### config.mk
export PLATFORM = sky130hd
export DESIGN_NAME = fetch_stage
export DESIGN_NICKNAME = d
export VERILOG_FILES = /design/src/rtl/fetch_stage.sv
export SDC_FILE = /design/constraint.sdc
export NUM_CORES = 1
export LEC_CHECK = 0
export BUFFER_PORTS_ARGS = -buffer_cell sky130_fd_sc_hd__buf_4
export CAP_MARGIN = 30
export CORE_MARGIN = 2
export CORE_UTILIZATION = 49
export DETAILED_ROUTE_END_ITERATION = 12
export PLACE_DENSITY_LB_ADDON = 0.08
export SLEW_MARGIN = 15
export SYNTH_ARGS = -nofsm -noshare
export SYNTH_HDL_FRONTEND = slang
export SYNTH_SLANG_ARGS = --single-unit
export TNS_END_PERCENT = 20
### constraint.sdc
create_clock -name clk -period 2.55 [get_ports clk]
set_input_delay 0.1275 -clock clk [delete_from_list [all_inputs] [get_ports clk]]
set_output_delay 0.1275 -clock clk [all_outputs]
set_load 0.01 [all_outputs]
### src/rtl/fetch_stage.sv
// fetch_stage: program counter plus IF/ID pipeline register of a 5-stage MIPS32
// pipeline. Selects the next fetch address (interrupt, stall, eret, jump,
// sequential) and captures the fetched word into the decode-stage register.
// Fetch-address faults are flagged as AdEL on the IF/ID load that consumes them.
module fetch_stage #(
    parameter logic [31:0] RESET_PC   = 32'h0000_3000,
    parameter logic [31:0] HANDLER_PC = 32'h0000_4180,
    parameter logic [31:0] IM_BASE    = 32'h0000_3000,
    parameter int          IM_DEPTH   = 1024
) (
    input  logic        clk,
    input  logic        reset,
    input  logic        stall,
    input  logic        IntReq,
    input  logic        eret_D,
    input  logic [31:0] EPC,
    input  logic        jump_taken_D,
    input  logic [31:0] jump_target_D,
    input  logic        is_branch_D,
    input  logic [31:0] Instr_F,
    output logic [31:0] PC_F,
    output logic [31:0] InstrD,
    output logic [31:0] PC_D,
    output logic [31:0] PC8_D,
    output logic [4:0]  ExcCode_D,
    output logic        BD_D
);

    localparam logic [4:0]  EXC_NONE = 5'd0;
    localparam logic [4:0]  EXC_ADEL = 5'd4;

    // Bounds are held in 33 bits so IM_BASE + 4*IM_DEPTH cannot wrap to zero.
    localparam logic [32:0] IM_LO = {1'b0, IM_BASE};
    localparam logic [32:0] IM_HI = {1'b0, IM_BASE} + (33'(IM_DEPTH) << 2);

    logic [31:0] r_pc_f;
    logic [31:0] r_instr_d;
    logic [31:0] r_pc_d;
    logic [31:0] r_pc8_d;
    logic [4:0]  r_exc_d;
    logic        r_bd_d;

    logic [31:0] r_pc_f_next;
    logic [31:0] r_instr_d_next;
    logic [31:0] r_pc_d_next;
    logic [31:0] r_pc8_d_next;
    logic [4:0]  r_exc_d_next;
    logic        r_bd_d_next;

    logic [32:0] w_pc_ext;
    logic        w_fetch_fault;
    logic [31:0] w_pc_plus4;
    logic [31:0] w_pc_plus8;

    assign w_pc_ext      = {1'b0, r_pc_f};
    assign w_fetch_fault = (r_pc_f[1:0] != 2'b00) || (w_pc_ext < IM_LO) || (w_pc_ext >= IM_HI);
    assign w_pc_plus4    = r_pc_f + 32'd4;
    assign w_pc_plus8    = r_pc_f + 32'd8;

    // Next-state selection: interrupt > stall > eret > jump > sequential.
    always_comb begin
        r_pc_f_next    = r_pc_f;
        r_instr_d_next = r_instr_d;
        r_pc_d_next    = r_pc_d;
        r_pc8_d_next   = r_pc8_d;
        r_exc_d_next   = r_exc_d;
        r_bd_d_next    = r_bd_d;
        if (IntReq || (!stall && eret_D)) begin
            // Redirect with flush: the word in flight is discarded, no delay slot.
            r_pc_f_next    = IntReq ? HANDLER_PC : EPC;
            r_instr_d_next = 32'd0;
            r_exc_d_next   = EXC_NONE;
            r_bd_d_next    = 1'b0;
            r_pc_d_next    = r_pc_f;
            r_pc8_d_next   = w_pc_plus8;
        end else if (!stall) begin
            // Normal load; on a taken jump the fetched word is the delay slot.
            r_pc_f_next    = jump_taken_D ? jump_target_D : w_pc_plus4;
            r_pc_d_next    = r_pc_f;
            r_pc8_d_next   = w_pc_plus8;
            r_bd_d_next    = is_branch_D;
            r_instr_d_next = w_fetch_fault ? 32'd0 : Instr_F;
            r_exc_d_next   = w_fetch_fault ? EXC_ADEL : EXC_NONE;
        end
    end

    // State registers with synchronous reset taking priority over everything.
    always_ff @(posedge clk) begin
        if (reset) begin
            r_pc_f    <= RESET_PC;
            r_instr_d <= 32'd0;
            r_pc_d    <= RESET_PC;
            r_pc8_d   <= RESET_PC + 32'd8;
            r_exc_d   <= EXC_NONE;
            r_bd_d    <= 1'b0;
        end else begin
            r_pc_f    <= r_pc_f_next;
            r_instr_d <= r_instr_d_next;
            r_pc_d    <= r_pc_d_next;
            r_pc8_d   <= r_pc8_d_next;
            r_exc_d   <= r_exc_d_next;
            r_bd_d    <= r_bd_d_next;
        end
    end

    assign PC_F      = r_pc_f;
    assign InstrD    = r_instr_d;
    assign PC_D      = r_pc_d;
    assign PC8_D     = r_pc8_d;
    assign ExcCode_D = r_exc_d;
    assign BD_D      = r_bd_d;

endmodule

* Word-level counts from Yosys, hierarchy flattened
Cells that the tools add are included.
** Word-level totals
- Logic and storage cells :: 28
- Flip-flop bits (word level) :: 134
- Output and inout bits :: 134
** Operators by class
- Reductions and logical operators :: 7
- $lt $le $gt $ge :: 2
- Equality and inequality tests :: 1
- $add $sub $neg :: 2
- Multiplexer cells :: 10
** Operator list (count)
- 2-to-1 mux 32 bit :: 9
- adder 32 x 3 -> 32 bit, second input constant :: 1
- adder 32 x 4 -> 32 bit, second input constant :: 1
- greater-or-equal comparator 32 x 15 -> 1 bit, second input constant :: 1
- < comparator 32 x 14 -> 1 bit, second input constant :: 1
- logical OR 1 bit :: 3
- 2-to-1 mux 3 bit :: 1
- != test 2 x 1 -> 1 bit, second input constant :: 1
- nonzero test 2 bit :: 1
- OR reduction 2 bit :: 1
- logical AND 1 bit :: 1
- logical NOT 1 bit :: 1

* Depth between registers and ports, before layout
Gate-level depths: netlist (run 1).
- Depth in word-level cells :: 4
- Gate-level depth with buffers :: 7

* Worst setup path before layout (run 1)
No wires, ideal clock.
- Path type :: register to register
- Start :: reg r_pc_f[4] (netlist: PC_F[4])
- End :: reg r_pc_f[17] (netlist: PC_F[17])
- Required time :: 2.418 ns
- Arrival time :: 1.850 ns
- Cell stages (with the launch flop) :: 7
- Path buffers :: 0
- Path slack :: 0.569 ns
- Cells stage by stage :: dfxtp_1 ha_1 nand4_1 nor4_1 xor2_1 a2111oi_0 nor3_1
** On the way
- Cells in the longest elaborated chain, start to end :: 4
** RTL lines
- from (decl) :: line 36 : logic [31:0] r_pc_f;
- from (signal assigned) :: line 97 : r_pc_f <= r_pc_f_next;
- adder 32 x 3 -> 32 bit :: line 57 : assign w_pc_plus4 = r_pc_f + 32'd4;
- 2-to-1 mux 32 bit :: line 78 : r_pc_f_next = jump_taken_D ? jump_target_D : w_pc_plus4;
- 2-to-1 mux 32 bit :: line 76 : end else if (!stall) begin
- 2-to-1 mux 32 bit :: line 68 : if (IntReq || (!stall && eret_D)) begin
Every way passes these cells. The select of a mux whose other input is x is not followed.
A chain may end at the register's enable or synchronous reset.

* Final worst setup path (run 1)
- Start :: reg r_pc_f[12] (netlist: PC_F[12])
- End :: reg r_pc8_d[30] (netlist: PC8_D[30])
** On the way
- Cells in the longest elaborated chain, start to end :: 3
** RTL lines
- adder 32 x 4 -> 32 bit (*) :: line 58 : assign w_pc_plus8 = r_pc_f + 32'd8;
- 2-to-1 mux 32 bit :: line 76
- 2-to-1 mux 32 bit (*) :: line 68
- to (signal assigned) :: line 93 : r_pc8_d <= RESET_PC + 32'd8;
- to (signal assigned) :: line 100 : r_pc8_d <= r_pc8_d_next;
- to (decl) :: line 39 : logic [31:0] r_pc8_d;
Every way passes the cells marked *; elsewhere a longest branch is shown, timed or not. The select of a mux whose other input is x is not followed.

==> metrics.txt, run 1 <==
Worst-Margin Slew 0.868 ns; met1 Use GR 40.8%; GRT Total Usage 31.6%; Synth cell types 57; Placer Congestion 0.898; total negative slack 0 ns; Max Clock Freq 442 MHz; Post-Route Skew 0.00458 ns; initial drt markers 576; Syn Area/Cell 8.09 um^2; Die Height 117 um; Worst Hold Class primary input to flip-flop; beginning of the worst hold path jump_target_D[0]; unrepaired setup endpoints after global routing false; Final Power 5.28 mW; Hold Vio Cnt, Final 0; clk slew on worst S/H paths 0.06 ns; CP max stage cell nor4_2; final setup fails 0; Slew Viols, Final 0; GRT busiest layer met2; port bufs 232; grt total ovfl 0; final WL 21,700 um; via count 6,679; Worst VDD drop 0.000432 V; initial antenna violation count 0; CTS tree yes; design area 8880 um^2; delay-heaviest family, CP simple AND/OR/NAND/NOR gates; cell depth of the worst hold path 3; sequential-to-total area share from yosys stat 40.8%; Die Wd 117 um; Worst Path Required 2.87 ns; R2R depth 5; status finished, final reports clean; Setup crit start kind flip-flop; met2 Use GR 49.0%; Area contributors post-synth dfxtp_1, nor2_1, nand2_1; number of synthesized flops with an enable pin 0; Final Cycle Share 88.6%; final antenna-violating net count 0; DP Area 7950 um^2; Clock Tree Buf Depth 2; post-synthesis register bit count 127; Fin Hold WS 0.0245 ns; CTS buffer count 17; Synth area leader dfxtp_1; DRC Markers 0; Post-synth top flop dfxtp_1; WS Path Type flip-flop to flip-flop; CP Capture Type flip-flop; nets 1,099; CP bufs+invs 0; Syn Std Cell Area 6220 um^2; crit path time final 2.26 ns; largest net degree at the start of global routing 82; P&R area growth vs syn 42.7%; worst skew pair latency 0.42 ns; Placed Instances 1,110; share of the synthesized area in the top cell type 40.8%; GR Layer Usage met3 9.81%; Filler Cell Count 1,034; I/O pin count 237; R2R setup slack 0.29 ns; RR Endpoint PC8_D[30]; CP cell instances nand4_4 > nor4_2 > nand3_1 > xor2_1 > a211oi_1; final cell count without fillers 1,177; vias in the first global route 6,324; Starting Density 49.7%; DR pass1 iterations 6; Mapped Cells 769; Pwr Density 595 nW/um^2; synth warn 0; first-pass GRT wire length 33,200 um; die area 13,600 um^2; static leakage 3.64 nW; DR WL/cell 18.4 um; ratio of cells with drive above 1 in the final layout 30.2%; Worst slew margin 42.2%; num rows 41; CTS Sinks 127; H-tree levels 4; Worst Path Max Fanout 11; r2r startpoint PC_F[12]; Post-CTS Setup Bufs 0; async set-reset flop share out of synthesis 0%; Vias/cell 5.67; Final HPWL DP 14,800 um; Diodes inserted 0; Max Cap Viol 0; clk root buf clkbuf_16; CORE AREA 12,500 um^2; Hold EP PC_F[0]; Arrival @ worst endpoint 2.58 ns; CP max stage delay 0.68 ns
==> layout by cell type, fill, tap and decap left out, types with 4 or more instances in the layout <==
master / count
buf_4: 252
dfxtp_1: 127
nor2_1: 103
nand2_1: 94
a21oi_1: 47
a22oi_1: 37
dlygate4sd3_1: 36
a211oi_1: 32
nor3_1: 24
xor2_1: 22
o21ai_0: 21
nand4_1: 19
xnor2_1: 17
clkbuf_16: 17
a221oi_1: 15
inv_1: 11
nand3_1: 11
nor4_1: 10
a31oi_1: 8
o22ai_1: 8
mux2i_1: 7
or2_2: 6
and3_1: 5
a221o_1: 5
clkinv_2: 5
conb_1: 4
clkbuf_1: 4
==> cells by family after synthesis <==
| kind of cell | synth area share, % |
|---|---|
| AO/OA/AOI/OAI | 21.9 |
| other | 0.0602 |
| XOR/XNOR | 5.49 |
| flip-flops | 40.8 |
| adder cells (fa/ha/maj) | 0.603 |
| AND/OR/NAND/NOR | 22.0 |
| multiplexers | 1.31 |
| buffers and inverters | 7.84 |
==> worst reg2reg max path: stages, from the launching register on <==
cell      delay, ns
dfxtp_1        0.59
nand4_4        0.21
nor4_2         0.68
nand3_1        0.20
xor2_1         0.20
a211oi_1       0.28
==> Yosys cell counts (all sizes together) (3+ instances only) <==
master and n:
dfxtp 127, o22ai 8, clkbuf 57, nand4 21
xor2 22, o21a 3, o21bai 3, and3 5
nand2 94, a22oi 37, nand2b 4, a31oi 8
mux2i 7, buf 31, a21oi 47, o21ai 21
nor3 26, a211oi 33, nor4 12, ha 3
or2 6, a221o 5, nor2 104, nand3 11
inv 11, xnor2 17, a21o 3, a221oi 15
nor2b 3
==> final cells by class <==
class                   instances  area, um^2  share of cell area, %
clock buffers                  24         482                   5.42
clock inverters                 7        85.1                  0.958
multi-input cells             546        3220                   36.3
inverters                      11        41.3                  0.465
repair buffers                290        2290                   25.8
flip-flops and latches        127        2540                   28.6
well taps                     172         215                   2.42
==> registers in the layout (all words and copies together) (netlist names) <==
register	count
InstrD	32
PC_D	32
PC_F	32
PC8_D	29
BD_D	1
ExcCode_D	1
==> metrics by stage <==
step / setup slack (ns) / util (%)
after detailed placement: 0.393 / 63.5
after global routing: 0.0494 / 71.0
final: 0.290 / 71.0
after global placement: 0.480 / 63.5
after floorplan: 0.569 / -
after CTS: 0.347 / 71.0
==> metal layers <==
layer | wire (um) | share of wire (%) | up-vias
met1 | 8830 | 41 | 3132
met5 | 0 | 0 | -
met4 | 656 | 3.0 | 0
met2 | 10200 | 47 | 323
li1 | - | - | 3172
met3 | 1990 | 9.2 | 52
==> power by group <==
group / internal [mW] / switching (mW)
clock network: 1.50 / 0.856
logic: 0.379 / 0.381
registers: 2.06 / 0.0998
total: 3.94 / 1.34
==> worst max path at each step <==
stage | from | to | slack, ns | cells after the start
2_1_floorplan | PC_F[4] | PC_F[17] | 0.57 | 6
3_3_place_gp | PC_F[4] | PC_F[17] | 0.48 | 6
3_5_place_dp | PC_F[12] | PC8_D[30] | 0.39 | 5
4_1_cts | PC_F[13] | PC8_D[30] | 0.35 | 5
5_1_grt | PC_F[13] | PC8_D[30] | 0.05 | 5
6_report | PC_F[12] | PC8_D[30] | 0.29 | 5
==> repair_timing <==
item / CTS / global route
hold buffers: 36 / 0
gates resized for setup: 0 / 0
endpoints found under the hold margin: 36 / 0
setup endpoints to repair: 0 / 0
Power figures use the tool's default switching activity.
==> inputs of run 2 (changes only) <==
--- a/config.mk
+++ b/config.mk
@@ -8,7 +8,7 @@
 export BUFFER_PORTS_ARGS = -buffer_cell sky130_fd_sc_hd__buf_4
 export CAP_MARGIN = 30
 export CORE_MARGIN = 2
-export CORE_UTILIZATION = 49
+export CORE_UTILIZATION = 25
 export DETAILED_ROUTE_END_ITERATION = 12
 export PLACE_DENSITY_LB_ADDON = 0.08
 export SLEW_MARGIN = 15
==> metrics.txt, run 2 (same netlist as run 1, synthesis figures left out) <==
status finished, final reports clean; crit path time final 2.13 ns (-0.131 ns); Filler Cell Count 2,593 (+150%); final setup fails 0 (unchanged); Placer Congestion 0.811 (-9.7%); static leakage 3.75 nW (+3.1%); via count 6,377 (-4.5%); Pwr Density 599 nW/um^2 (+0.70%); first-pass GRT wire length 38,400 um (+16%); initial drt markers 421 (-27%); DRC Markers 0 (unchanged); footprint of the multi-input gates 3220 um^2 (unchanged); CTS Sinks 127 (unchanged); vias in the first global route 6,323 (-0.016%); Max Cap Viol 0 (unchanged); Final HPWL DP 18,400 um (+24%); Worst slew margin 48.4% (+6.3 points); Fin Hold WS 0.0198 ns (-0.00468 ns); Final Cycle Share 83.5% (-5.1 points); total negative slack 0 ns (unchanged); final worst setup slack 0.421 ns (+0.131 ns); initial antenna violation count 0 (unchanged); port bufs 232 (unchanged); FF+latch area 2540 um^2 (unchanged); largest net degree at the start of global routing 82 (unchanged); Die Height 162 um (+39%); Clock Tree Buf Depth 2 (unchanged); CORE AREA 24,400 um^2 (+95%); most frequent cells in the layout buf_4, dfxtp_1, nor2_1; Slew Viols, Final 0 (unchanged); Final Power 5.55 mW (+5.2%); Worst Path Max Fanout 11 (unchanged); design area 9280 um^2 (+4.4%); I/O pin count 237 (unchanged); DR WL/cell 18.8 um (+1.9%); Diodes inserted 0 (unchanged); commonest non-fill, non-tap cell in the layout buf_4; Worst VDD drop 0.000351 V (-19%); Die Wd 162 um (+39%); Post-Route Skew 0.0122 ns (+0.00762 ns); P&R area growth vs syn 49.0%; Max Clock Freq 470 MHz (+6.1%); Starting Density 25.5% (-24 points); clk root buf clkbuf_16; Worst Path Required 2.85 ns (-0.02 ns); clk slew on worst S/H paths 0.06 ns (about the same); CTS buffer count 17 (unchanged); unrepaired setup endpoints after global routing false; grt total ovfl 0 (unchanged); Hold Vio Cnt, Final 0 (unchanged); GRT Total Usage 19.1% (-13 points); post-cts sizing count 0 (unchanged); worst skew pair latency 0.43 ns (about the same); Vias/cell 4.72 (-17%); final antenna-violating net count 0 (unchanged); nets 1,119 (+1.8%); CP Capture Type flip-flop; DP Area 8280 um^2 (+4.1%); Worst Hold Class primary input to flip-flop; Setup crit start kind flip-flop; Arrival @ worst endpoint 2.42 ns (-0.16 ns); Post-CTS Setup Bufs 0 (unchanged); Place WS 0.427 ns (+0.0339 ns); die area 26,200 um^2 (+92%); ratio of cells with drive above 1 in the final layout 31.8% (+1.5 points); num rows 57 (+39%); Worst-Margin Slew 0.771 ns (-0.0971 ns); CTS tree yes; WS Path Type flip-flop to flip-flop; final WL 25,400 um (+17%); H-tree levels 4 (unchanged); DR pass1 iterations 7 (+1)
[run 2: cell types whose count changed in the layout (fill, tap and decap cells not counted)]
cell / change
clkinv_4: +4
dlygate4sd3_1: +2
clkinvlp_4: +2
bufinv_16: +1
buf_4: +18
clkbuf_8: -1
clkinv_2: -3
inv_6: +1
clkbuf_1: -3
[run 2: repair_timing]
action / CTS / global route
setup endpoints to repair: 0 / 0
hold buffers: 38 / 0
hold endpoints to repair: 37 / 0
[run 2: final timing paths]
| check | startpoint | cells past startpoint | slack, ns | endpoint |
|---|---|---|---|---|
| worst min-delay path | EPC[4] | 3 | 0.02 | PC_F[4] |
| worst max register to register | PC_F[7] | 5 | 0.42 | PC_F[17] |
| worst max-delay path | PC_F[7] | 5 | 0.42 | PC_F[17] |
| worst min register to register | PC_D[17] | 2 | 0.45 | PC_D[17] |
[run 2: power breakdown]
part | total [mW] | internal, mW | switching, mW
clock | 2.60 | 1.60 | 1.00
combinational | 0.803 | 0.395 | 0.408
sequential | 2.16 | 2.06 | 0.0922
total | 5.55 | 4.05 | 1.50
[run 2: per-stage QoR]
stage | cells | util (%)
2_1_floorplan | 772 | -
3_3_place_gp | 1280 | 33.9
3_5_place_dp | 1280 | 33.9
4_1_cts | 1350 | 38.0
5_1_grt | 1350 | 38.0
6_report | 1350 | 38.0
[run 2: area by class of cell]
class                      instances  share of cell area (%)
clock buffer                      20                    4.92
multi-input combinational        546                    34.7
tap                              324                    4.37
inverter                          11                   0.445
clock inverter                    12                    1.71
sequential                       127                    27.4
timing repair buffer             310                    26.4
[run 2: worst max-delay path, cell delays in order, from the launching register on]
cell and delay [ns]:
dfxtp_1 0.55, nand4_1 0.50, nor4_1 0.39, xor2_1 0.11, a2111oi_0 0.37, nor3_1 0.09
[run 2: per-layer routing]
metal | vias to the layer above | track usage, % | share of wire (%)
met1 | 2950 | 25.7 | 46
met4 | 0 | 5.03 | 1.4
li1 | 3206 | - | -
met5 | - | 0 | 0
met3 | 22 | 5.90 | 7.0
met2 | 199 | 29.6 | 45
==> inputs of run 3 (changes only) <==
==> constraint.sdc (replaced) <==
create_clock -name clk -period 1.8 [get_ports clk]
set_input_delay 0.09 -clock clk [delete_from_list [all_inputs] [get_ports clk]]
set_output_delay 0.09 -clock clk [all_outputs]
set_load 0.01 [all_outputs]
==> metrics.txt, run 3 (same netlist as run 1, synthesis figures left out) <==
Arrival @ worst endpoint 2.03 ns (-0.39 ns); CTS buffer count 17 (unchanged); Hold Vio Cnt, Final 0 (unchanged); WS Path Type flip-flop to flip-flop; R2R depth 8 (+3); largest net degree at the start of global routing 82 (unchanged); initial antenna violation count 1 (+1); Worst slew margin 55.2% (+6.8 points); most frequent cells in the layout buf_4, dfxtp_1, nor2_1; CP max stage delay 0.38 ns (-0.17 ns); H-tree levels 4 (unchanged); met1 Use GR 27.1% (+1.3 points); Worst Hold Class primary input to flip-flop; clk root buf clkbuf_16; Hold EP PC_F[5]; Max Cap Viol 0 (unchanged); final WL 25,700 um (+1.4%); die area 26,200 um^2 (unchanged); worst skew pair latency 0.42 ns (about the same); status finished, final reports clean; Worst Path Required 2.09 ns (-0.76 ns); final antenna-violating net count 0 (unchanged); final setup fails 0 (unchanged); met2 Use GR 29.8% (+0.15 points); initial drt markers 298 (-29%); Starting Density 25.5% (unchanged); Final Power 8.07 mW (+45%); DR pass1 iterations 4 (-3); Die Height 162 um (unchanged); RR Endpoint PC_F[28]; utilization after layout 41.0% (+3.0 points); Placer Congestion 0.801 (-1.2%); GRT busiest layer met2; port bufs 232 (unchanged); via count 6,694 (+5.0%); Pwr Density 806 nW/um^2 (+35%); GR Layer Usage met3 5.34% (-0.56 points); commonest non-fill, non-tap cell in the layout buf_4; CTS tree yes; CTS Sinks 127 (unchanged); beginning of the worst hold path EPC[5]; Worst Path Max Fanout 4 (-7); nets 1,187 (+6.1%); CP most frequent cell buf_4; CORE AREA 24,400 um^2 (unchanged); Worst VDD drop 0.000454 V (+29%); CP Capture Type flip-flop; Post-Route Skew 0.00919 ns (-0.00300 ns); P&R area growth vs syn 60.8%; R2R setup slack 0.07 ns (-0.35 ns); crit path time final 1.73 ns (-0.396 ns); grt total ovfl 0 (unchanged); DRC Markers 0 (unchanged); ratio of cells with drive above 1 in the final layout 38.6% (+6.8 points); Worst-Margin Slew 0.671 ns (-0.0992 ns); Diodes inserted 0 (unchanged); DR WL/cell 18.1 um (-3.5%); Final Cycle Share 96.3% (+13 points); Clock Tree Buf Depth 2 (unchanged); Die Wd 162 um (unchanged); CP cell instances ha_1 > nand3_2 > buf_4 > nor2_2 > buf_4 > nand3_1 > xor2_1 > o32ai_1; num rows 57 (unchanged); clk slew on worst S/H paths 0.06 ns (about the same); GRT Total Usage 19.5% (+0.36 points); I/O pin count 237 (unchanged); Vias/cell 4.72 (about the same); cell depth of the worst hold path 3 (unchanged); CP max stage cell dfxtp_4; Final HPWL DP 18,800 um (+2.5%); static leakage 4.14 nW (+10%); vias in the first global route 6,659 (+5.3%); Max Clock Freq 577 MHz (+23%); Slew Viols, Final 0 (unchanged); unrepaired setup endpoints after global routing true; Setup crit start kind flip-flop; first-pass GRT wire length 39,600 um (+3.1%); r2r startpoint PC_F[3]
run 3: changes by cell type in the layout (fill, tap and decap cells not counted), moves of 4 or more:
cell           previous run  this run
buf_4                   270       329
nor4_1                   10         2
dlygate4sd3_1            38        43
dfxtp_4                   0         6
nor4_2                    1         8
dfxtp_2                   0         8
buf_12                    2         6
dfxtp_1                 127       113
run 3: area by class of cell:
| class | instances | area (um^2) |
|---|---|---|
| Fill cell | 2592 | 14400 |
| Multi-Input combinational cell | 546 | 3340 |
| Timing Repair Buffer | 378 | 3020 |
| Sequential cell | 127 | 2570 |
| Clock buffer | 19 | 443 |
| Tap cell | 324 | 405 |
| Clock inverter | 13 | 185 |
| Inverter | 11 | 41.3 |
run 3: through the flow:
step                      instance area [um^2]   TNS, ns  worst slack, ns  hold WS (ns)  cells
after floorplan                           6290  -0.00814         -0.00485         0.229    772
after global placement                    8790    -0.912          -0.0796         0.318   1339
after detailed placement                  8790     -2.13          -0.0764         0.328   1339
after CTS                                 9900         0          0.00866       0.00308   1416
after global routing                     10000   -0.0766          -0.0414        0.0234   1418
final                                    10000         0           0.0666        0.0149   1418
run 3: how the worst max path moves through the flow:
stage,cells after the start,startpoint,to
after global routing,7,PC_F[3],PC_F[23]
after CTS,7,PC_F[13],PC_F[30]
after detailed placement,6,PC_F[3],PC_F[16]
final,8,PC_F[3],PC_F[28]
after floorplan,6,PC_F[14],PC8_D[22]
after global placement,6,PC_F[3],PC_F[16]
run 3: what timing repair did:
| action | in CTS | in global routing |
|---|---|---|
| endpoints found under the setup margin | 49 | 66 |
| resized for setup | 9 | 29 |
| hold buffers | 43 | 0 |
| pin swaps | 3 | 7 |
| endpoints found under the hold margin | 40 | 0 |
| setup buffers | 2 | 2 |
run 3: worst max-delay path: cells and delay by family, from the launching register on:
| kind | cells | cell delay [ns] |
|---|---|---|
| AO/OA/AOI/OAI | 1 | 0.11 |
| XOR/XNOR | 1 | 0.20 |
| adder cells (fa/ha/maj) | 1 | 0.19 |
| flip-flops | 1 | 0.38 |
| buffers and inverters | 2 | 0.33 |
| AND/OR/NAND/NOR | 3 | 0.41 |
run 3: report_power, final:
group	internal, mW	switching, mW	total (mW)
clock	2.36	1.40	3.76
sequential	2.92	0.0960	3.02
combinational	0.645	0.638	1.28
total	5.93	2.14	8.07
run 3: per-layer routing:
metal / wire, um / up-vias
met5: 0 / -
li1: - / 3355
met4: 243 / 0
met1: 12400 / 3135
met2: 11400 / 187
met3: 1680 / 17
